--- config.mk ---
export PLATFORM = sky130hd
export DESIGN_NAME = converter_q8_12_bcd
export DESIGN_NICKNAME = d
export VERILOG_FILES = /design/src/rtl/q8_12_pkg.sv /design/src/rtl/converter_q8_12_bcd_passo_frac.sv /design/src/rtl/converter_q8_12_bcd.sv
export SDC_FILE = /design/constraint.sdc
export NUM_CORES = 1
export LEC_CHECK = 0
export ABC_AREA = 1
export ABC_CLOCK_PERIOD_IN_PS = 3200
export CORE_MARGIN = 1.5
export CORE_UTILIZATION = 60
export DETAILED_ROUTE_END_ITERATION = 7
export PLACE_DENSITY = 0.95
export SLEW_MARGIN = 20
export SYNTH_ARGS = -nofsm -noshare
export SYNTH_HDL_FRONTEND = slang
export SYNTH_SLANG_ARGS = --single-unit
--- constraint.sdc ---
create_clock -name clk -period 3.2 [get_ports clk]
set_clock_uncertainty 0.2 [all_clocks]
set_input_delay 0.64 -clock clk [delete_from_list [all_inputs] [get_ports clk]]
set_output_delay 0.64 -clock clk [all_outputs]
set_load 0.05 [all_outputs]
--- src/rtl/q8_12_pkg.sv ---
// Shared Q8.12 definitions used by the divider and the BCD converter.
// Holds the default field widths, the converter state encoding and the quotient word type.
package q8_12_pkg;

  localparam int INT_BITS    = 8;
  localparam int FRAC_BITS   = 12;
  localparam int INT_DIGITS  = 3;
  localparam int FRAC_DIGITS = 4;

  typedef logic [INT_BITS+FRAC_BITS-1:0] q8_12_t;

  typedef enum logic [1:0] {
    IDLE = 2'd0,
    INT  = 2'd1,
    FRAC = 2'd2,
    DONE = 2'd3
  } conv_state_t;

endpackage

--- src/rtl/converter_q8_12_bcd_passo_frac.sv ---
// One fractional-digit step: multiplies the remainder by ten and splits the result
// into the next decimal digit and the new remainder.
module passo_frac #(
  parameter int FRAC_BITS = q8_12_pkg::FRAC_BITS
) (
  input  logic [FRAC_BITS-1:0] frac_r,
  output logic [3:0]           digit,
  output logic [FRAC_BITS-1:0] frac_next
);

  logic [FRAC_BITS+3:0] p;

  // x*10 as x*8 + x*2, widened first so the carry into the digit field is kept
  assign p         = ({4'b0000, frac_r} << 3) + ({4'b0000, frac_r} << 1);
  assign digit     = p[FRAC_BITS+3:FRAC_BITS];
  assign frac_next = p[FRAC_BITS-1:0];

endmodule

--- src/rtl/converter_q8_12_bcd.sv ---
// Serial Q8.12 to packed BCD converter: double-dabble for the integer part,
// repeated multiply-by-ten for truncated fractional digits, valid/ready on both sides.
module converter_q8_12_bcd
  import q8_12_pkg::*;
#(
  parameter int INT_BITS    = q8_12_pkg::INT_BITS,
  parameter int FRAC_BITS   = q8_12_pkg::FRAC_BITS,
  parameter int INT_DIGITS  = q8_12_pkg::INT_DIGITS,
  parameter int FRAC_DIGITS = q8_12_pkg::FRAC_DIGITS
) (
  input  logic                          clk,
  input  logic                          rst_n,
  input  logic                          in_valid,
  output logic                          in_ready,
  input  logic [INT_BITS+FRAC_BITS-1:0] valor,
  output logic                          out_valid,
  input  logic                          out_ready,
  output logic [4*INT_DIGITS-1:0]       bcd_int,
  output logic [4*FRAC_DIGITS-1:0]      bcd_frac
);

  localparam int ACC_W  = 4 * INT_DIGITS;
  localparam int FACC_W = 4 * FRAC_DIGITS;
  localparam int CNT_MAX = (INT_BITS > FRAC_DIGITS) ? INT_BITS : FRAC_DIGITS;
  localparam int CNT_W  = $clog2(CNT_MAX + 1);

  conv_state_t            state;
  logic [CNT_W-1:0]       cnt;
  logic [INT_BITS-1:0]    int_sr;
  logic [FRAC_BITS-1:0]   frac_r;
  logic [ACC_W-1:0]       int_acc;
  logic [ACC_W-1:0]       int_adj;
  logic [FACC_W-1:0]      frac_acc;
  logic [3:0]             digit;
  logic [FRAC_BITS-1:0]   frac_next;

  // Double-dabble correction: any BCD nibble of 5 or more gets +3 before the shift.
  // NOTE: blocking assignments are correct here: this is a combinational function
  // whose local copy is updated in place, digit by digit.
  function automatic logic [ACC_W-1:0] dabble_adj(input logic [ACC_W-1:0] acc);
    logic [ACC_W-1:0] res;
    res = acc;
    for (int d = 0; d < INT_DIGITS; d++) begin
      if (res[4*d +: 4] >= 4'd5) res[4*d +: 4] = res[4*d +: 4] + 4'd3;
    end
    return res;
  endfunction

  assign int_adj = dabble_adj(int_acc);

  passo_frac #(.FRAC_BITS(FRAC_BITS)) u_passo_frac (
    .frac_r    (frac_r),
    .digit     (digit),
    .frac_next (frac_next)
  );

  // NOTE: all state, including the registered handshake outputs, updates with
  // non-blocking assignments so every register samples pre-edge values.
  always_ff @(posedge clk or negedge rst_n) begin
    if (!rst_n) begin
      state     <= IDLE;
      cnt       <= '0;
      int_sr    <= '0;
      frac_r    <= '0;
      int_acc   <= '0;
      frac_acc  <= '0;
      bcd_int   <= '0;
      bcd_frac  <= '0;
      in_ready  <= 1'b1;
      out_valid <= 1'b0;
    end else begin
      case (state)
        IDLE: begin
          if (in_valid && in_ready) begin
            int_sr   <= valor[INT_BITS+FRAC_BITS-1:FRAC_BITS];
            frac_r   <= valor[FRAC_BITS-1:0];
            int_acc  <= '0;
            frac_acc <= '0;
            cnt      <= '0;
            in_ready <= 1'b0;
            state    <= INT;
          end
        end
        INT: begin
          int_acc <= {int_adj[ACC_W-2:0], int_sr[INT_BITS-1]};
          int_sr  <= int_sr << 1;
          if (cnt == CNT_W'(INT_BITS - 1)) begin
            cnt   <= '0;
            state <= FRAC;
          end else begin
            cnt <= cnt + 1'b1;
          end
        end
        FRAC: begin
          frac_r   <= frac_next;
          frac_acc <= {frac_acc[FACC_W-5:0], digit};
          if (cnt == CNT_W'(FRAC_DIGITS - 1)) begin
            // Visible result is refreshed only here, so it holds through any stall
            bcd_int   <= int_acc;
            bcd_frac  <= {frac_acc[FACC_W-5:0], digit};
            out_valid <= 1'b1;
            cnt       <= '0;
            state     <= DONE;
          end else begin
            cnt <= cnt + 1'b1;
          end
        end
        DONE: begin
          if (out_valid && out_ready) begin
            out_valid <= 1'b0;
            in_ready  <= 1'b1;
            state     <= IDLE;
          end
        end
        default: begin
          out_valid <= 1'b0;
          in_ready  <= 1'b1;
          state     <= IDLE;
        end
      endcase
    end
  end

endmodule

Word level (Yosys, flattened, before mapping)
Cells that the tools add are included.
{ "word_totals": {"regBits": 80, "latchBits": 0, "ram_bits": 0, "romBits": 0, "inputBits": 24, "output_inout_bits": 30, "elab_cells": 68, "mem_count": 0} }
{ "op_classes": {"add_sub_neg": 5, "mul": 0, "div_mod_pow": 0, "n_lt_le_gt_ge": 3, "eq_ne": 9, "n_shift": 0, "mux": 26, "bitwise": 0, "n_reduce_logical": 15} }
{ "ops": {"columns": ["operator", "n"], "rows": [
  ["$pmux W12 S2", 3],
  ["$mux W12", 3],
  ["$mux W4", 5],
  ["$add A15 B13 Y16", 1],
  ["$pmux W8 S2", 1],
  ["$ge A4 B3 Y1 const B", 3],
  ["$pmux W4 S3", 1],
  ["$add A4 B2 Y4 const B", 2],
  ["$mux W2", 4],
  ["$mux W8", 1],
  ["$ne A2 B2 Y1 const B", 4],
  ["$pmux W2 S4", 1],
  ["$reduce_and A2 Y1", 4],
  ["$reduce_bool A2 Y1", 4],
  ["$reduce_and A3 Y1", 2],
  ["$add A4 B1 Y4 const B", 1],
  ["$eq A2 B2 Y1 const B", 2],
  ["$eq A4 B2 Y1 const B", 1],
  ["$eq A4 B3 Y1 const B", 1],
  ["$mux W1", 4],
  ["$pmux W1 S2", 2],
  ["$reduce_and A4 Y1", 1],
  ["$add A3 B2 Y3 const B", 1],
  ["$mux W3", 1],
  ["other kinds (4)", 5]
]} }

Logic depth before layout (Yosys ltp)
{ "depth": {"ltp_word": 3, "ltp_mapped": 10} }

By module
A second synthesis with hierarchy kept.
{ "unflattened": {"cells_unflattened": 548, "area_unflattened_um2": 4434.3} }
{ "by_module_without_submodules": {"columns": ["module", "n_inst", "cells_per_inst", "area_per_inst_um2", "seq_area_each_um2"], "rows": [
  ["converter_q8_12_bcd", 1, 428, 3789.9, 2003.2],
  ["passo_frac", 1, 120, 644.4, 0.0]
]} }

Worst setup path before layout
No wires, ideal clock.
{ "synth_timing": {"path_type": "reg2reg", "from": "register frac_r[2]", "to": "register frac_r[11]", "setup_ns": 0.116, "arrival_time_ns": 1.541, "required_ns": 2.884, "setup_slack_ns": 1.343, "path_stages_with_launch": 11, "path_buffers": 0, "synth_period_minus_slack_ns": 1.857, "path_cell_list": "dfrtp_1 ha_1 fa_1 nand2_1 nand3_1 nand3_1 nand2_1 nand2_1 nand3_1 nand2_1 nand2_1"} }
{ "synth_between": {"elab_chain_len": 2} }
{ "synth_rtl": {"columns": ["element", "line_no", "rtl"], "rows": [
  ["start, declared", "converter_q8_12_bcd.sv:30", "logic [FRAC_BITS-1:0] frac_r;"],
  ["start signal, assigned", "converter_q8_12_bcd.sv:76", "frac_r <= valor[FRAC_BITS-1:0];"],
  ["start signal, assigned", "converter_q8_12_bcd.sv:95", "frac_r <= frac_next;"],
  ["$add A15 B13 Y16", "converter_q8_12_bcd_passo_frac.sv:14", "assign p = ({4'b0000, frac_r} << 3) + ({4'b0000, frac_r} << 1);"],
  ["$pmux W12 S2", "converter_q8_12_bcd.sv:72", "case (state)"]
]} }
Every way passes these cells.
A chain may end at the register's enable or synchronous reset.

Worst setup path after layout
{ "layout_timing": {"from": "register in_ready", "to": "output in_ready"} }
{ "layout_rtl": {"columns": ["element", "line_no", "rtl"], "rows": [
  ["start, declared", "converter_q8_12_bcd.sv:14", "output logic in_ready,"],
  ["start signal, assigned", "converter_q8_12_bcd.sv:69", "in_ready <= 1'b1;"],
  ["start signal, assigned", "converter_q8_12_bcd.sv:80", "in_ready <= 1'b0;"],
  ["start signal, assigned", "converter_q8_12_bcd.sv:111", "in_ready <= 1'b1;"]
]} }
No word-level cell between the ends.

==> results.tsv <==
metric	value	unit
cp_max_fo	5	
synth_seq_cells	80	
cp_data_arrival_time	1.76	ns
layout-drive-gt1-share	5.59	%
synth_edf_count	0	
slew_violations	0	
antenna_found_initial	0	
dp_hpwl	6750	microns
dieWidth	86.4	microns
htreeDepth	3	
yosysWarningCount	0	
whs	0.0767	ns
fin_util	73.5	%
ys_types	30	
setup_slack	0.601	ns
slowest_delay	0.83	ns
placed_cells	638	
path_buf_inv	1	
worstPathCellList	clkdlybuf4s50_1	
end_kind	output port	
die_area	7470	sq um
final_cell_mix	nand2_1, dfrtp_1, inv_1	
final-hold-violation-count	0	
cellPowerDensity	375	nW/um^2
layout_commonest_cell	nand2_1	
detail_route.wl_per_cell	15.0	microns
grt_pass1_wl	16700	microns
worstMarginPinSlew	0.724	ns
fin_area	4960	sq um
async_flop_share	100	%
vias	3708	
r2r_start	state[0]	
rows	30	
p_total	1.86	mW
cts_tree	done	
core	6760	sq um
startpoint_type	flip-flop	
insertedDiodeCount	0	
max-vdd-ir-drop	0.274	mV
grt_usage	28.8	%
rsz0062_at_grt	no	
synth_flop_cell	dfrtp_1	
slowest_stage	clkdlybuf4s50_1	
synth_cells	516	
synthesis.area	4170	sq um
cts_hold_buf	0	
cts_resized	0	
fin_cells	652	
routed_wl	9750	microns
dr.pass1.iters	5	
hp-class	input port to asynchronous set/reset pin	
setup-violations-final	0	
gp_congestion	0.873	
ios	54	
die_y	86.4	microns
r2r_slack	1.03	ns
reg2reg_to	frac_r[4]	
finalCritPeriodShare	81.2	%
leakage	2.48	nW
clk_pin_slew_worst_paths	0.08	ns
required	2.36	ns
grt_overflow	0	
drtIter0Drc	293	
worstSetupPathType	flip-flop to output port	
yosysSeqAreaShare	48.0	%
reg2reg_depth	7	
port_buffers	53	
grt_start_max_net_pins	81	
ant_nets	0	
syn_nets	562	
insertion_delay	0.36	ns
area_growth_syn_to_layout	18.9	%
ctsRootBufferMaster	clkbuf_8	
cts_buffer_depth	2	
fmaxAchievable	385	MHz
dpl_cell_area	4760	sq um
numCtsBuffers	9	
status	completed	
cp_top_family	buffers and inverters	
pre_cts_ws	0.825	ns
max_cap_viol_count	0	
finalCriticalPeriod	2.60	ns
start_util	61.8	%
cts_sinks	80	
via_per_inst	5.69	
first_global_vias	3660	
nets	615	
syn_area_per_cell	8.09	sq um
fin_setup_tns	0	ns
drc	0	
slew_headroom	51.7	%
cts_setup_buffers	0	
==> final cells by class <==
cell class                 count  area, sq um
sequential                    80         2000
multi-input combinational    359         1860
fill                         480         1790
timing repair buffer          58          569
inverter                      61          231
clock buffer                   9          124
tap                           80          100
clock inverter                 5         81.3
==> state kept, by name, summed over array words and instances, names as in the netlist <==
signal / cells
frac_r: 12
int_acc: 12
out_valid: 1
frac_acc: 12
bcd_frac: 16
in_ready: 1
bcd_int: 12
state: 2
cnt: 4
int_sr: 8
==> kinds of logic after synthesis <==
logic type	synth area share (%)
fa+ha+maj	6.77
buf+inv	7.55
flops	48.0
compound gates	14.1
simple gates	22.3
xor+xnor	1.26
==> worst max path at each step <==
stage	cells after the start	start	slack, ns	to
finish	1	in_ready	0.60	in_ready
global route	1	in_ready	0.58	in_ready
CTS	1	in_ready	0.59	in_ready
detailed placement	9	in_valid	0.82	int_acc[10]
global placement	7	in_valid	0.96	frac_acc[10]
floorplan	10	frac_r[2]	1.34	frac_r[11]
==> metal layers <==
layer,wire (microns),up-vias,track usage (%)
li1,-,1789,-
met1,4060,1748,35.9
met2,4950,137,49.1
met3,419,34,4.57
met4,322,0,13.6
met5,0,-,0
==> cell usage after synthesis (all sizes together) (2+ instances only) <==
cell	count	area (sq um)
o21ai	60	312
o22ai	6	43.8
buf	12	68.8
nor2	28	108
or2	4	25.0
clkbuf	4	15.0
inv	61	231
nand3	34	170
a31oi	6	37.5
nand4	6	37.5
nand3b	2	15.0
xor2	6	52.6
a21oi	24	120
dfrtp	79	1980
nand2	151	574
o211ai	8	60.1
ha	21	263
==> where the power goes <==
| group | total (mW) | internal (mW) | switching (mW) |
|---|---|---|---|
| clock | 0.802 | 0.432 | 0.370 |
| sequential | 1.01 | 1.01 | 0 |
| combinational | 0.0492 | 0.0253 | 0.0238 |
Note: power is estimated with default switching activity, not from simulation.
